<file path="src/rtl/uart_cmd_responder.sv">
// Byte-command responder: turns UART write/read commands into register bus strobes
// and sends back one response byte per command.
module uart_cmd_responder #(
    parameter int unsigned TIMEOUT_CYCLES = 50000,
    parameter int unsigned CNT_W          = 16
) (
    input  logic       clk,
    input  logic       rst,
    input  logic [7:0] rx_data,
    input  logic       rx_done,
    input  logic       rx_perr,
    output logic [7:0] tx_data,
    output logic       tx_en,
    input  logic       tx_busy,
    input  logic       tx_done,
    output logic [7:0] reg_addr,
    output logic [7:0] reg_wdata,
    output logic       reg_we,
    output logic       reg_re,
    input  logic [7:0] reg_rdata,
    output logic       timeout,
    output logic       rx_drop
);

    localparam logic [7:0] CmdWrite  = 8'h57;
    localparam logic [7:0] CmdRead   = 8'h52;
    localparam logic [7:0] RespAck   = 8'h4B;
    localparam logic [7:0] RespBad   = 8'h3F;
    localparam logic [7:0] RespPerr  = 8'h21;
    localparam logic [CNT_W-1:0] CntTerm = CNT_W'(TIMEOUT_CYCLES - 1);

    typedef enum logic [2:0] {
        StIdle,
        StGetAddr,
        StGetData,
        StRegWr,
        StRegRd,
        StRdCap,
        StSend,
        StWaitDone
    } state_e;

    state_e           state_q, state_d;
    logic             is_wr_q, is_wr_d;
    logic [7:0]       tx_data_q, tx_data_d;
    logic [7:0]       addr_q, addr_d;
    logic [7:0]       wdata_q, wdata_d;
    logic [CNT_W-1:0] cnt_q, cnt_d;

    logic rx_ok;
    logic rx_bad;
    logic in_get;
    logic cnt_term;
    logic tx_en_c, we_c, re_c, timeout_c, drop_c;

    assign rx_ok    = rx_done & ~rx_perr;
    assign rx_bad   = rx_done & rx_perr;
    assign in_get   = (state_q == StGetAddr) || (state_q == StGetData);
    assign cnt_term = in_get && (cnt_q == CntTerm);

    always_ff @(posedge clk) begin
        if (rst) begin
            state_q   <= StIdle;
            is_wr_q   <= 1'b0;
            tx_data_q <= 8'h00;
            addr_q    <= 8'h00;
            wdata_q   <= 8'h00;
            cnt_q     <= '0;
        end else begin
            state_q   <= state_d;
            is_wr_q   <= is_wr_d;
            tx_data_q <= tx_data_d;
            addr_q    <= addr_d;
            wdata_q   <= wdata_d;
            cnt_q     <= cnt_d;
        end
    end

    // A byte arriving on the terminal count is processed; the timeout only fires without one.
    always_comb begin
        cnt_d = '0;
        if (in_get && !rx_done && !cnt_term) begin
            cnt_d = cnt_q + 1'b1;
        end
    end

    always_comb begin
        state_d   = state_q;
        is_wr_d   = is_wr_q;
        tx_data_d = tx_data_q;
        addr_d    = addr_q;
        wdata_d   = wdata_q;
        tx_en_c   = 1'b0;
        we_c      = 1'b0;
        re_c      = 1'b0;
        timeout_c = 1'b0;
        drop_c    = 1'b0;

        unique case (state_q)
            StIdle: begin
                if (rx_bad) begin
                    tx_data_d = RespPerr;
                    state_d   = StSend;
                end else if (rx_ok) begin
                    if (rx_data == CmdWrite || rx_data == CmdRead) begin
                        is_wr_d = (rx_data == CmdWrite);
                        state_d = StGetAddr;
                    end else begin
                        tx_data_d = RespBad;
                        state_d   = StSend;
                    end
                end
            end
            StGetAddr: begin
                if (rx_bad) begin
                    tx_data_d = RespPerr;
                    state_d   = StSend;
                end else if (rx_ok) begin
                    addr_d  = rx_data;
                    state_d = is_wr_q ? StGetData : StRegRd;
                end else if (cnt_term) begin
                    timeout_c = 1'b1;
                    state_d   = StIdle;
                end
            end
            StGetData: begin
                if (rx_bad) begin
                    tx_data_d = RespPerr;
                    state_d   = StSend;
                end else if (rx_ok) begin
                    wdata_d = rx_data;
                    state_d = StRegWr;
                end else if (cnt_term) begin
                    timeout_c = 1'b1;
                    state_d   = StIdle;
                end
            end
            StRegWr: begin
                we_c      = 1'b1;
                drop_c    = rx_done;
                tx_data_d = RespAck;
                state_d   = StSend;
            end
            StRegRd: begin
                re_c    = 1'b1;
                drop_c  = rx_done;
                state_d = StRdCap;
            end
            StRdCap: begin
                drop_c    = rx_done;
                tx_data_d = reg_rdata;
                state_d   = StSend;
            end
            StSend: begin
                drop_c = rx_done;
                if (!tx_busy) begin
                    tx_en_c = 1'b1;
                    state_d = StWaitDone;
                end
            end
            StWaitDone: begin
                drop_c = rx_done;
                if (tx_done) begin
                    state_d = StIdle;
                end
            end
            default: begin
                state_d = StIdle;
            end
        endcase
    end

    // Strobes are decoded from the current state, so reset must mask them in its own cycle.
    assign tx_en     = tx_en_c & ~rst;
    assign reg_we    = we_c & ~rst;
    assign reg_re    = re_c & ~rst;
    assign timeout   = timeout_c & ~rst;
    assign rx_drop   = drop_c & ~rst;
    assign tx_data   = tx_data_q;
    assign reg_addr  = addr_q;
    assign reg_wdata = wdata_q;

endmodule

</file>
<file path="config.mk">
export PLATFORM = sky130hd
export DESIGN_NAME = uart_cmd_responder
export DESIGN_NICKNAME = d
export VERILOG_FILES = /design/src/rtl/uart_cmd_responder.sv
export SDC_FILE = /design/constraint.sdc
export NUM_CORES = 1
export LEC_CHECK = 0
export ABC_AREA = 1
export BUFFER_PORTS_ARGS = -buffer_cell sky130_fd_sc_hd__buf_2
export CAP_MARGIN = 10
export CORE_UTILIZATION = 57
export DETAILED_ROUTE_END_ITERATION = 12
export GPL_ROUTABILITY_DRIVEN = 0
export GPL_TIMING_DRIVEN = 0
export HOLD_SLACK_MARGIN = 0.1
export PLACE_DENSITY = 0.86
export SLEW_MARGIN = 25
export SYNTH_ARGS = -nofsm -noshare
export SYNTH_HDL_FRONTEND = slang
export SYNTH_SLANG_ARGS = --single-unit
</file>
<file path="constraint.sdc">
create_clock -name clk -period 2.35 [get_ports clk]
set_clock_uncertainty 0.2 [all_clocks]
set_input_delay 0 -clock clk [delete_from_list [all_inputs] [get_ports clk]]
set_output_delay 0 -clock clk [all_outputs]
set_load 0.02 [all_outputs]
</file>
==> reports/metrics.yaml, run 1 <==
outcome: "complete, no violations"
hold_start: "cnt_q[0]"
cp_cell_sequence: "dlygate4sd3_1 -> buf_2 -> xnor2_1 -> nand4_1 -> a21oi_1 -> nand2_1 -> a21oi_1 -> dlygate4sd3_1"
synth_area_leaders: "dfxtp_1, nand2_1, nor2_1, a21oi_1, inv_1"
io_buffers: 50
post_cts_buffers: 0
syn_area_per_cell_um2: 7.06
drt-pass1-iter-count: 5
die_y_um: 64.1
cp_max_fo: 4
cts_sinks: 44
start_util_pct: 59.6
slew_viol_final: 0
fin_area_um2: 2850
dp_slack_ns: 0.561
clock_latency_ns: 0.30
ir_worst_vdd_v: 0.000774
synth_edf_count: 0
final.period_utilization_pct: 94.8
cp.depth: 8
ys_ff_latch: 44
overflow: 0
grt_pass1_vias: 2258
synth_top_area_share_pct: 40.1
grt_max_degree: 14
rr_startpoint: "state_q[0]"
ant_nets: 0
cp-end-kind: "flip-flop"
timing.final.ws_setup_ns: 0.123
syn_inst: 311
grt.total_usage_pct: 30.4
clk_pin_slew_ns: 0.08
wl_per_cell_um: 13.7
critical_path_buf_inv_count: 3
p_total_mw: 2.51
fillers: 260
setup_viol: 0
netlist_area_um2: 2200
cp.arrival_ns: 2.28
rr_endpoint: "tx_data[7]"
powerDensity_nw_per_um2: 881
io_pins: 51
ff2ff_path_depth: 9
critical_path.max_stage_delay_ns: 0.56
drc: 0
relSlewSlack_pct: 69.8
finish.utilization_pct: 77.2
h-tree-depth: 2
antenna_found_initial: 0
placed_cell_area_um2: 2510
crit_slowest_cell: "dlygate4sd3_1"
rows: 22
critPathRequiredTime_ns: 2.40
final_hold_viol_count: 0
nNetsFinal: 415
yosysSeqAreaShare_pct: 40.1
yosysTopAreaCell: "dfxtp_1"
start_kind: "input pin"
min-delay-path-class: "flip-flop to flip-flop"
clockRootBuffer: "clkbuf_8"
whs_path_depth: 1
diodes: 0
first_iter_violations: 152
vias: 2391
fin_setup_tns_ns: 0
worst_pin_slew_ns: 0.454
cap_violations: 0
routed_wl_mm: 6.01
cts_buffers: 5
min_period_ns: 2.23
synthTopCellsByCount: "nand2_1, nor2_1, dfxtp_1"
synth_top_flop_cell: "dfxtp_1"
drive_above_1_share_pct: 23.7
grt_pass1_wl_mm: 9.67
rrSetupSlack_ns: 0.15
rsz0062_at_grt: "no"
core_area_um2: 3690
synthesis.nets: 334
async_flop_share_pct: 0
ys.warnings.count: 0
path_class: "input pin to flip-flop"
leakagePower_nw: 1.27
min_to: "cnt_q[0]"
cts_buffer_depth: 2
area_delta_synth_final_pct: 29.6
synth_most_common_cell: "nand2_1"
crit_family: "buffers and inverters"
die_w_um: 64.1
viasPerCell: 5.43
dieArea_um2: 4110
dp_hpwl_mm: 3.65
max_freq_mhz: 449
synth.distinct_cells: 32
cts_tree: "yes"
-- cells in the final DEF, fill, tap and decap left out, types with 3 or more instances in the layout --
cell type | synthesis | final
nand2_1 | 67 | 67
nor3_1 | 9 | 8
dfxtp_1 | 44 | 42
nor2_1 | 57 | 56
nand4_1 | 7 | 7
nand3_1 | 13 | 12
nor3b_2 | 3 | 3
buf_2 | 0 | 50
clkbuf_8 | 0 | 5
o21ai_0 | 19 | 19
dlygate4sd3_1 | 0 | 24
nand2_2 | 5 | 5
buf_6 | 3 | 3
inv_1 | 27 | 27
clkbuf_1 | 3 | 3
nor2_4 | 4 | 4
a21oi_1 | 21 | 21
inv_2 | 5 | 5
nand3_2 | 3 | 4
-- sequential cells by signal, summed over array words and instances, names as in the netlist --
register / cells
reg_addr: 8
reg_wdata: 8
is_wr_q: 1
state_q: 3
cnt_q: 16
tx_data: 8
-- timing repair --
action	CTS	global route
hold buffers	24	0
resized for setup	0	6
hold endpoints to repair	33	0
endpoints found under the setup margin	0	2
-- layout make-up --
| class | count | area [um^2] | share of cell area, % |
|---|---|---|---|
| repair buffers | 74 | 490 | 17.2 |
| well taps | 48 | 60.1 | 2.11 |
| plain buffers | 6 | 45.0 | 1.58 |
| multi-input cells | 229 | 1170 | 41.0 |
| clock buffers | 5 | 68.8 | 2.42 |
| flip-flops and latches | 44 | 883 | 31.0 |
| inverters | 32 | 120 | 4.22 |
| clock inverters | 2 | 12.5 | 0.440 |
-- metrics by stage --
| step | hold WS [ns] | instances |
|---|---|---|
| floorplan | -0.117 | 311 |
| global placement | 0.0668 | 409 |
| detailed placement | 0.0674 | 409 |
| CTS | 0.253 | 440 |
| global route | 0.252 | 440 |
| finish | 0.232 | 440 |
-- routing by layer --
metal | part of all wire, % | routed length, um | track usage [%]
met3 | 6.5 | 392 | 10.0
met1 | 39 | 2370 | 33.2
met2 | 49 | 2950 | 51.1
met5 | 0 | 0 | 0
met4 | 4.9 | 292 | 17.3
-- worst reg2reg max path, stage by stage, from the launching register on --
cell and delay, ns:
dfxtp_1 0.32, buf_6 0.14, nand2_2 0.08, nand2_2 0.08
nor2_4 0.19, nand2_1 0.18, nand3_2 0.21, nand2_1 0.07
a21oi_1 0.11, dlygate4sd3_1 0.55
-- worst max-delay path by stage --
stage,from,end,slack (ns)
final,rx_data[0],state_q[0],0.12
after CTS,cnt_q[0],state_q[0],0.1
after global routing,cnt_q[0],state_q[0],0.003
after global placement,cnt_q[0],cnt_q[12],0.59
after floorplan,cnt_q[0],cnt_q[12],0.75
after detailed placement,cnt_q[0],cnt_q[12],0.56
-- report_power, final --
part	internal (mW)	switching, mW
clock	0.201	0.257
sequential	0.863	0.0738
combinational	0.384	0.729
total	1.45	1.06
-- logic make-up after synthesis --
family	after synthesis	share of synthesized area, %
buffers and inverters	38	7.52
AND/OR/NAND/NOR	179	39.5
XOR/XNOR	3	1.20
AO/OA/AOI/OAI	46	11.2
flip-flops	44	40.1
adder cells (fa/ha/maj)	1	0.569
No activity file was read; power rests on OpenSTA's default activity.
==> run 2: changes to the inputs <==
--- a/config.mk
+++ b/config.mk
@@ -6,14 +6,15 @@
 export NUM_CORES = 1
 export LEC_CHECK = 0
 export ABC_AREA = 1
-export BUFFER_PORTS_ARGS = -buffer_cell sky130_fd_sc_hd__buf_2
 export CAP_MARGIN = 10
-export CORE_UTILIZATION = 57
+export CORE_UTILIZATION = 65
 export DETAILED_ROUTE_END_ITERATION = 12
+export DONT_BUFFER_PORTS = 1
 export GPL_ROUTABILITY_DRIVEN = 0
 export GPL_TIMING_DRIVEN = 0
 export HOLD_SLACK_MARGIN = 0.1
-export PLACE_DENSITY = 0.86
+export MAX_ROUTING_LAYER = met4
+export PLACE_DENSITY = 0.83
 export SLEW_MARGIN = 25
 export SYNTH_ARGS = -nofsm -noshare
 export SYNTH_HDL_FRONTEND = slang
==> run 2 against run 1 <==
  * Fmax barely moved
  * Global-route usage rose by 2.6 points
  * Clock power rose by 11%
  * Count of clock-buffer cells in the layout did not move
  * Critical path type is now flip-flop to flip-flop
  * Largest cell class unchanged
==> reports/metrics.yaml, run 2 (synthesized netlist as in run 1, its figures left out) <==
outcome: "complete, no violations"  # unchanged
drive_above_1_share_pct: 13.3  # was 23.7%
powerDensity_nw_per_um2: 918  # was 881 nW/um^2
multi_input_area_um2: 1180  # was 1170 um^2
setup_viol: 0  # unchanged
cap_violations: 0  # unchanged
fin_setup_tns_ns: 0  # unchanged
largest_reg_flops: 16  # unchanged
wl_per_cell_um: 14.2  # was 13.7 um
regArea_um2: 882  # was 883 um^2
power_frac_clock_pct: 20.5  # was 18.3%
start_kind: "flip-flop"  # was input pin
overflow: 0  # unchanged
cp_max_fo: 8  # was 4
grt_max_degree: 16  # was 14
viasPerCell: 5.59  # was 5.43
critPathRequiredTime_ns: 2.48  # was 2.40 ns
path_class: "flip-flop to flip-flop"  # was input pin to flip-flop
cts_tree: "yes"  # unchanged
cp-end-kind: "flip-flop"  # unchanged
min_to: "reg_wdata[1]"  # was cnt_q[0]
vias: 2221  # was 2391
max_freq_mhz: 449  # about the same
ir_worst_vdd_v: 0.000761  # was 0.000774 V
drt-pass1-iter-count: 5  # unchanged
ff2ff_path_depth: 8  # was 9
min_period_ns: 2.23  # about the same
rows: 20  # was 22
grt_pass1_vias: 2007  # was 2258
crit_family: "buffers and inverters"  # unchanged
whs_ns: 0.148  # was 0.232 ns
cts_buffer_depth: 2  # unchanged
routed_wl_mm: 5.63  # was 6.01 mm
clk_pin_slew_ns: 0.15  # was 0.08 ns
regMostFlops: "cnt_q"  # unchanged
relSlewSlack_pct: 55.7  # was 69.8%
leakagePower_nw: 1.10  # was 1.27 nW
hold_start: "rx_data[1]"  # was cnt_q[0]
p_sw_share_pct: 42.4  # was 42.2%
clockRootBuffer: "clkbuf_4"  # was clkbuf_8
first_iter_violations: 193  # was 152
p_int_mw: 1.43  # was 1.45 mW
critical_path_buf_inv_count: 2  # was 3
power_switching_mw: 1.05  # was 1.06 mW
area_delta_synth_final_pct: 22.8  # was 29.6%
cts_buffers: 5  # unchanged
min-delay-path-class: "input pin to flip-flop"  # was flip-flop to flip-flop
core_area_um2: 3130  # was 3690 um^2
cts_sinks: 44  # unchanged
critical_path.max_stage_delay_ns: 0.56  # about the same
final_common_cell: "nand2_1"  # unchanged
rr_startpoint: "state_q[2]"  # was state_q[0]
antenna_found_initial: 0  # unchanged
p_total_mw: 2.48  # was 2.51 mW
critPathLaunch: "state_q[2]"  # was rx_data[0]
combPwrFrac_pct: 37.1  # was 44.4%
cp_cell_sequence: "inv_2 -> nand2_2 -> nor2_4 -> nand2_2 -> nand3_4 -> nand2_1 -> a21oi_1 -> dlygate4sd3_1"  # was dlygate4sd3_1 -> buf_2 -> xnor2_1 -> nand4_1 -> a21oi_1 -> nand2_1 -> a21oi_1 -> dlygate4sd3_1
dp_slack_ns: 0.534  # was 0.561 ns
p_seq_share_pct: 42.4  # was 37.4%
dp_hpwl_mm: 3.29  # was 3.65 mm
io_pins: 51  # unchanged
die_w_um: 60.1  # was 64.1 um
rrSetupSlack_ns: 0.12  # was 0.15 ns
diodes: 0  # unchanged
io_buffers: 0  # was 50
h-tree-depth: 2  # unchanged
drc: 0  # unchanged
clock_latency_ns: 0.39  # was 0.30 ns
worst_pin_slew_ns: 0.659  # was 0.454 ns
nNetsFinal: 375  # was 415
slew_viol_final: 0  # unchanged
fillers: 164  # was 260
ant_nets: 0  # unchanged
grt_pass1_wl_mm: 8.57  # was 9.67 mm
finish.utilization_pct: 86.2  # was 77.2%
grt.total_usage_pct: 32.9  # was 30.4%
cp.arrival_ns: 2.36  # was 2.28 ns
crit_slowest_cell: "dlygate4sd3_1"  # unchanged
crit_top_cell: "nand2_2"
die_y_um: 60.1  # was 64.1 um
start_util_pct: 70.2  # was 59.6%
rr_endpoint: "tx_data[7]"  # unchanged
whs_path_depth: 3  # was 1
dieArea_um2: 3620  # was 4110 um^2
timing.final.ws_setup_ns: 0.120  # was 0.123 ns
final_hold_viol_count: 0  # unchanged
final_cell_mix: "nand2_1, nor2_1, dfxtp_1"  # was nand2_1, nor2_1, buf_2
final.period_utilization_pct: 94.9  # was 94.8%
run 2: changes by cell type in the layout (fill, tap and decap cells not counted), moves of 2 or more:
cell	before	now
buf_2	50	0
clkbuf_4	0	5
buf_4	0	2
dlygate4sd3_1	24	32
clkbuf_8	5	0
run 2: worst max path at each step:
stage,cells after the start,slack (ns),end
after floorplan,8,0.75,cnt_q[12]
after global placement,8,0.58,cnt_q[12]
after detailed placement,8,0.53,cnt_q[10]
after CTS,11,0.09,state_q[0]
after global routing,11,-0.004,state_q[0]
final,8,0.12,tx_data[7]
run 2: what timing repair did:
action | in CTS | in global routing
hold buffers | 32 | 0
setup buffers | 0 | 2
endpoints found under the hold margin | 47 | 0
endpoints found under the setup margin | 0 | 8
resized for setup | 0 | 8
run 2: worst reg2reg max path, delay by kind of cell (launching register included):
kind / cells / cell delay, ns
DFF: 1 / 0.41
and+or+nand+nor: 5 / 0.68
AOI/OAI and AO/OA: 1 / 0.15
buffers and inverters: 2 / 0.72
run 2: power by group through the flow:
stage / clock network, mW / registers [mW] / logic [mW]
2_1_floorplan: 0 / 1.04 / 0.659
3_3_place_gp: 0 / 1.06 / 0.767
3_5_place_dp: 0 / 1.06 / 0.774
4_1_cts: 0.500 / 1.04 / 0.837
5_1_grt: 0.533 / 1.06 / 0.994
6_report: 0.508 / 1.05 / 0.920
run 2: stage by stage:
stage / std cells / cell area, um^2
floorplan: 311 / 2200
global placement: 355 / 2250
detailed placement: 355 / 2250
CTS: 395 / 2660
global route: 397 / 2700
finish: 397 / 2700
run 2: routing by layer:
layer  track usage [%]  share of wire (%)  up-vias  wire, um
li1                  -                  -     1087         -
met1              36.6                 41     1026      2340
met2              55.4                 50       91      2830
met3              9.31                5.9       17       335
met4              12.6                2.3        0       132
met5                 -                  0        -         0
run 2: cell type report:
class / count / area share [%]
Multi-Input combinational cell: 229 / 43.6
Sequential cell: 44 / 32.7
Timing Repair Buffer: 34 / 12.4
Inverter: 32 / 4.45
Tap cell: 44 / 2.04
Clock inverter: 3 / 1.72
Buffer: 6 / 1.67
Clock buffer: 5 / 1.39
